===== src/rtl/max_pool_controller.sv =====
// 2x2 stride-2 max-pooling sequencer: buffers even rows, forms windows on odd-row/odd-col
// pixels and presents pooled results on a registered valid/ready output.

module max_pooling_unit #(
  parameter int SIZE    = 4,
  parameter int D_WIDTH = 8
) (
  input  logic [SIZE*D_WIDTH-1:0] in_vec,
  output logic [D_WIDTH-1:0]      max_val
);

  // Unsigned running maximum across all lanes, lane 0 first.
  always_comb begin
    max_val = in_vec[D_WIDTH-1:0];
    for (int i = 1; i < SIZE; i++) begin
      if (in_vec[i*D_WIDTH +: D_WIDTH] > max_val) begin
        max_val = in_vec[i*D_WIDTH +: D_WIDTH];
      end else begin
        max_val = max_val;
      end
    end
  end

endmodule

module max_pool_controller #(
  parameter int D_WIDTH = 8,
  parameter int IMG_W   = 8,
  parameter int IMG_H   = 8
) (
  input  logic               clk,
  input  logic               rst_n,
  input  logic               start,
  input  logic [D_WIDTH-1:0] in_data,
  input  logic               in_valid,
  output logic               in_ready,
  output logic [D_WIDTH-1:0] out_data,
  output logic               out_valid,
  input  logic               out_ready,
  output logic               busy,
  output logic               done
);

  localparam int CW = (IMG_W > 2) ? $clog2(IMG_W) : 1;
  localparam int RW = (IMG_H > 2) ? $clog2(IMG_H) : 1;
  localparam logic [CW-1:0] COL_LAST = CW'(IMG_W - 1);
  localparam logic [RW-1:0] ROW_LAST = RW'(IMG_H - 1);

  typedef enum logic [1:0] {
    S_IDLE     = 2'd0,
    S_EVEN_ROW = 2'd1,
    S_ODD_ROW  = 2'd2,
    S_DRAIN    = 2'd3
  } state_e;

  state_e             state_q, state_d;
  logic [CW-1:0]      col_q, col_d;
  logic [RW-1:0]      row_q, row_d;
  logic [D_WIDTH-1:0] line_buf_q [IMG_W];
  logic [D_WIDTH-1:0] line_buf_d [IMG_W];
  logic [D_WIDTH-1:0] left_q, left_d;
  logic [D_WIDTH-1:0] out_data_q, out_data_d;
  logic               out_valid_q, out_valid_d;
  logic               done_q, done_d;

  logic               in_ready_s;
  logic               in_hs_s;
  logic               out_hs_s;
  logic [CW-1:0]      col_prev_s;
  logic [4*D_WIDTH-1:0] window_s;
  logic [D_WIDTH-1:0] pool_max_s;

  // The odd-col window pixel may only enter when the output slot is free or draining now.
  always_comb begin
    case (state_q)
      S_EVEN_ROW: in_ready_s = 1'b1;
      S_ODD_ROW:  in_ready_s = col_q[0] ? (!out_valid_q || out_ready) : 1'b1;
      default:    in_ready_s = 1'b0;
    endcase
  end

  assign in_hs_s    = in_valid && in_ready_s;
  assign out_hs_s   = out_valid_q && out_ready;
  assign col_prev_s = col_q - CW'(1);
  assign window_s   = {in_data, left_q, line_buf_q[col_q], line_buf_q[col_prev_s]};

  max_pooling_unit #(
    .SIZE    (4),
    .D_WIDTH (D_WIDTH)
  ) u_max (
    .in_vec  (window_s),
    .max_val (pool_max_s)
  );

  // Next-state, counter, buffer and output-register logic.
  always_comb begin
    state_d     = state_q;
    col_d       = col_q;
    row_d       = row_q;
    line_buf_d  = line_buf_q;
    left_d      = left_q;
    out_data_d  = out_data_q;
    out_valid_d = out_valid_q;
    done_d      = 1'b0;

    if (out_hs_s) begin
      out_valid_d = 1'b0;
    end else begin
      out_valid_d = out_valid_q;
    end

    case (state_q)
      S_IDLE: begin
        if (start) begin
          state_d = S_EVEN_ROW;
          col_d   = {CW{1'b0}};
          row_d   = {RW{1'b0}};
        end else begin
          state_d = S_IDLE;
        end
      end
      S_EVEN_ROW: begin
        if (in_hs_s) begin
          line_buf_d[col_q] = in_data;
          if (col_q == COL_LAST) begin
            col_d   = {CW{1'b0}};
            row_d   = row_q + RW'(1);
            state_d = S_ODD_ROW;
          end else begin
            col_d = col_q + CW'(1);
          end
        end else begin
          state_d = S_EVEN_ROW;
        end
      end
      S_ODD_ROW: begin
        if (in_hs_s) begin
          if (col_q[0]) begin
            out_data_d  = pool_max_s;
            out_valid_d = 1'b1;
          end else begin
            left_d = in_data;
          end
          if (col_q == COL_LAST) begin
            col_d = {CW{1'b0}};
            if (row_q == ROW_LAST) begin
              row_d   = {RW{1'b0}};
              state_d = S_DRAIN;
            end else begin
              row_d   = row_q + RW'(1);
              state_d = S_EVEN_ROW;
            end
          end else begin
            col_d = col_q + CW'(1);
          end
        end else begin
          state_d = S_ODD_ROW;
        end
      end
      S_DRAIN: begin
        if (out_hs_s) begin
          done_d  = 1'b1;
          state_d = S_IDLE;
        end else begin
          state_d = S_DRAIN;
        end
      end
      default: begin
        state_d = S_IDLE;
      end
    endcase
  end

  // Control and output registers with synchronous active-low reset.
  always_ff @(posedge clk) begin
    if (!rst_n) begin
      state_q     <= S_IDLE;
      col_q       <= {CW{1'b0}};
      row_q       <= {RW{1'b0}};
      left_q      <= {D_WIDTH{1'b0}};
      out_data_q  <= {D_WIDTH{1'b0}};
      out_valid_q <= 1'b0;
      done_q      <= 1'b0;
    end else begin
      state_q     <= state_d;
      col_q       <= col_d;
      row_q       <= row_d;
      left_q      <= left_d;
      out_data_q  <= out_data_d;
      out_valid_q <= out_valid_d;
      done_q      <= done_d;
    end
  end

  // Line buffer holds pixel data only; its contents are irrelevant after reset.
  always_ff @(posedge clk) begin
    line_buf_q <= line_buf_d;
  end

  assign in_ready  = in_ready_s;
  assign out_data  = out_data_q;
  assign out_valid = out_valid_q;
  assign busy      = (state_q != S_IDLE);
  assign done      = done_q;

endmodule

===== config.mk =====
export PLATFORM = sky130hd
export DESIGN_NAME = max_pool_controller
export DESIGN_NICKNAME = d
export VERILOG_FILES = /design/src/rtl/max_pool_controller.sv
export SDC_FILE = /design/constraint.sdc
export NUM_CORES = 1
export LEC_CHECK = 0
export CAP_MARGIN = 10
export CORE_UTILIZATION = 48
export DETAILED_ROUTE_END_ITERATION = 8
export PLACE_DENSITY_LB_ADDON = 0.08
export SYNTH_ARGS = -nofsm -noshare
export SYNTH_HDL_FRONTEND = slang
export SYNTH_SLANG_ARGS = --single-unit
export TNS_END_PERCENT = 10

===== constraint.sdc =====
create_clock -name clk -period 9.05 [get_ports clk]
set_clock_uncertainty 0.15 [all_clocks]
set_input_delay 1.3575 -clock clk [delete_from_list [all_inputs] [get_ports clk]]
set_output_delay 1.3575 -clock clk [all_outputs]
set_load 0.02 [all_outputs]

==> metrics.md <==
| Metric | Value |
|---|---|
| Status | finished clean |
| Max-slew violations | 0 |
| Post-synth EDFFs | 64 |
| Max-cap check violation count | 0 |
| Die area | 11300 um^2 |
| Final Hold Vio Count | 0 |
| Vias | 3761 |
| Worst path bufs/invs | 3 |
| Area grow syn2layout | 9.85% |
| Mapped Area | roughly 5200 um^2 |
| CP peak stage delay | 0.91 ns |
| Startpoint types | flip-flop |
| Resized cells post-CTS | 0 |
| Instance count of the mapped netlist | 452 |
| Placement Setup Slack | between 0.9 and 1 ns |
| CTS buffer count | 9 |
| Minimum clock period | just over 8 ns |
| Synth async-reset ratio | 0% |
| WP data required | about 9.2 ns |
| Crit-path max FO | 24 |
| Cell variety after synth | 55 |
| Syn. warnings | 0 |
| Gr usage total | a little under a quarter |
| Logic pwr share | about 17% |
| Critical Path Slowest Stage Cell | a211oi_1 |
| RSZ-0062 raised after global routing | false |
| Main synth FF type | edfxtp_1 |
| Ports | 25 |
| Port Buf Inserts | 24 |
| Routed length per instance | 20.4 um |
| Drt first pass iters | 5 |
| GRT overflow | 0 |
| Leak | between 0.002 and 0.0025 uW |
| ANT nets after route | 0 |
| Final Setup Violations | 0 |
| Reg2reg setup slack | just over 0.8 ns |
| CTS hold repair buffers | 0 |
| WS Path Type | flip-flop to flip-flop |
| Net Sw Power | ~240 uW |
| CTS Buffer Depth | 2 |
| Clock root buffer | clkbuf_8 |
| # fillers | 925 |
| Headroom to the max-slew limit | ~28% |
| TNS Setup | 0 ns |
| Antenna violations before repair | 0 |
| Power Internal | ~600 uW |
| Post-synthesis sequential area ratio | a little under half |
| Vias in the first global route | about 3600 |
| Routability Congestion | 0.902 |
| Reg power frac | 52.5% |
| Via/cell ratio | between 6 and 7 |
| Max IR drop VDD | 0.0000670 V |
| Core Area | roughly 10000 um^2 |
| CP arrival | 8.37 ns |
| Path depth of the worst reg2reg path | 26 |
| Worst R2R End | out_data[5] |
| Sink Count | 90 |
| Max H-tree Level | 3 |
| Yosys reg bits | 90 |
| CP Launch Point | col_q[1] |
| Min-Delay Path Class | flip-flop to flip-flop |
| Worst-Skew Late Latency | ~0.37 ns |
| Worst setup path endpoint | out_data[5] |
| Die Y | 106 um |
| Net Sw Frac | approximately 28% |
| Initial Utilization | between 50 and 60% |
| WP depth | 26 |
| CTS tree | done |
| Ant. Diodes | 0 |
| Chip width | ~110 um |
| Most common cell on crit path | ha_1 |
| CP Capture Type | flip-flop |
| Row cnt | 37 |
| Slew at the pin with the worst max-slew slack | 1.07 ns |
| DR iter-0 viols | ~300 |
| DRC | 0 |
| Clock share of power | between 30% and 40% |
| Fmax | approximately 0.12 GHz |
| First-pass GRT wire length | ~20000 um |
| Origin of the critical flop-to-flop path | col_q[1] |
| Pwr/cell area | between 100 and 150 nW/um^2 |
| Synth Area per Inst | between 10 and 15 um^2 |
| Final worst slack | 0.816 ns |
| Post-synthesis net count | ~500 |
| Share of layout cells above drive strength 1 | approximately 12% |
| Largest net degree at the start of global routing | 46 |
| Final WL | 12500 um |
| HPWL after DPL | 8820 um |
| Final #Nets | 516 |
| Setup repair bufs after CTS | 0 |
| Final period util | about nine tenths |
| Largest delay share family, worst path | compound AO/OA/AOI/OAI gates |
| Clock-pin slew on the worst setup and hold paths | 0.09 ns |
==> per-stage QoR <==
stage	cells	total power (uW)	utilization (%)	hold slack (ns)	area (um^2)
after floorplan	452	561	-	0.297	5230
after global placement	595	595	53.3	0.321	5570
after detailed placement	595	598	53.3	0.328	5570
after CTS	611	849	55.0	0.344	5750
after global routing	611	882	55.0	0.392	5750
final	611	845	55.0	0.346	5750
==> worst register-to-register path, cell delays in order (launching register included) <==
cell and delay [ns]:
dfxtp_1 0.33, buf_4 0.31, inv_1 0.19, ha_1 0.82, mux4_2 0.42, mux2i_1 0.33, ha_1 0.20, nand4_1 0.16
o21ai_1 0.47, and2_1 0.47, mux2i_1 0.41, inv_1 0.08, ha_1 0.19, a21oi_1 0.14, nor2_1 0.06, a211oi_1 0.29
a32oi_1 0.19, and4_4 0.26, nor2_2 0.45, mux2_2 0.41, ha_1 0.27, nand2_1 0.05, nor3_1 0.14, a21oi_1 0.11
a211oi_1 0.91, nand2_1 0.12, o21ai_0 0.23
==> cell families after synthesis <==
family / synth area share [%]
AND/OR/NAND/NOR: 12.0
AO/OA/AOI/OAI: 13.0
flip-flops: 46.7
multiplexers: 16.4
buffers and inverters: 3.80
adder cells (fa/ha/maj): 7.89
XOR/XNOR: 0.311
==> worst min-delay path by stage <==
stage | startpoint | end | cells past startpoint
floorplan | left_q[0] | left_q[0] | 2
global placement | row_q[2] | row_q[2] | 2
detailed placement | left_q[0] | left_q[0] | 2
CTS | left_q[0] | left_q[0] | 2
global route | out_valid | out_valid | 2
finish | row_q[2] | row_q[2] | 2
==> registers in the layout, indices dropped and copies added, names as in the netlist <==
register,cells
out_data,8
left_q,8
out_valid,1
state_q,2
row_q,3
done,1
col_q,3
line_buf_q,64
==> per-layer routing <==
layer	vias to the layer above	part of all wire [%]	GRT usage [%]
met5	-	0	0
met4	0	1.7	8.32
met3	21	6.1	3.74
met2	133	47	36.2
met1	1838	46	32.8
li1	1769	-	-
==> layout by cell type, fill, tap and decap left out, types with 4 or more instances in the layout <==
master,synthesis,final
mux2i_1,24,24
nand3_1,9,9
ha_1,33,33
nand3b_1,5,5
o21ai_0,26,26
nand2_1,58,58
clkbuf_8,0,9
edfxtp_1,64,64
a21o_1,9,9
mux4_2,24,24
a32oi_1,6,6
nand4_1,8,8
o31a_1,4,4
clkdlybuf4s50_1,0,24
nor2_1,21,21
dfxtp_1,26,25
a211oi_1,7,7
a21oi_1,32,32
nand2b_1,4,4
inv_1,25,25
==> cell type report <==
type	count	area, um^2	share of cell area [%]
multi-input cells	317	2600	45.3
flip-flops and latches	90	2440	42.5
repair buffers	27	263	4.57
well taps	136	170	2.96
clock buffers	9	124	2.15
inverters	25	93.8	1.63
clock inverters	7	52.6	0.914
==> synth_stat cells, types with 2 or more instances <==
| library cell | number | share of area (%) |
|---|---|---|
| edfxtp_1 | 64 | 37 |
| nand2_1 | 58 | 4.2 |
| ha_1 | 33 | 7.9 |
| a21oi_1 | 32 | 3.1 |
| dfxtp_1 | 26 | 9.9 |
| o21ai_0 | 26 | 2.5 |
| inv_1 | 25 | 1.8 |
| mux2i_1 | 24 | 4.6 |
| mux4_2 | 24 | 10 |
| nor2_1 | 21 | 1.5 |
| clkbuf_1 | 10 | 0.72 |
| a21o_1 | 9 | 1.3 |
| nand3_1 | 9 | 0.86 |
| nand4_1 | 8 | 0.96 |
| a211oi_1 | 7 | 1.0 |
| a32oi_1 | 6 | 1.0 |
| nand3b_1 | 5 | 0.72 |
| nor3_1 | 5 | 0.48 |
| nand2b_1 | 4 | 0.48 |
| o31a_1 | 4 | 0.67 |
| a211o_1 | 3 | 0.50 |
| and2_1 | 3 | 0.36 |
| buf_1 | 3 | 0.22 |
| buf_2 | 3 | 0.29 |
| buf_6 | 3 | 0.65 |
| nor2b_1 | 3 | 0.36 |
| a221o_1 | 2 | 0.38 |
| mux2_2 | 2 | 0.43 |
| mux4_1 | 2 | 1.0 |
| nand4bb_1 | 2 | 0.43 |
| nor3b_1 | 2 | 0.29 |
==> power groups by stage <==
stage / Clock [uW] / Sequential (uW) / Combinational, uW
after detailed placement: 0 / 453 / 146
after floorplan: 0 / 452 / 108
after global placement: 0 / 453 / 143
after CTS: 259 / 443 / 147
after global routing: 276 / 443 / 163
final: 254 / 443 / 147
No activity file was read; power rests on OpenSTA's default activity.
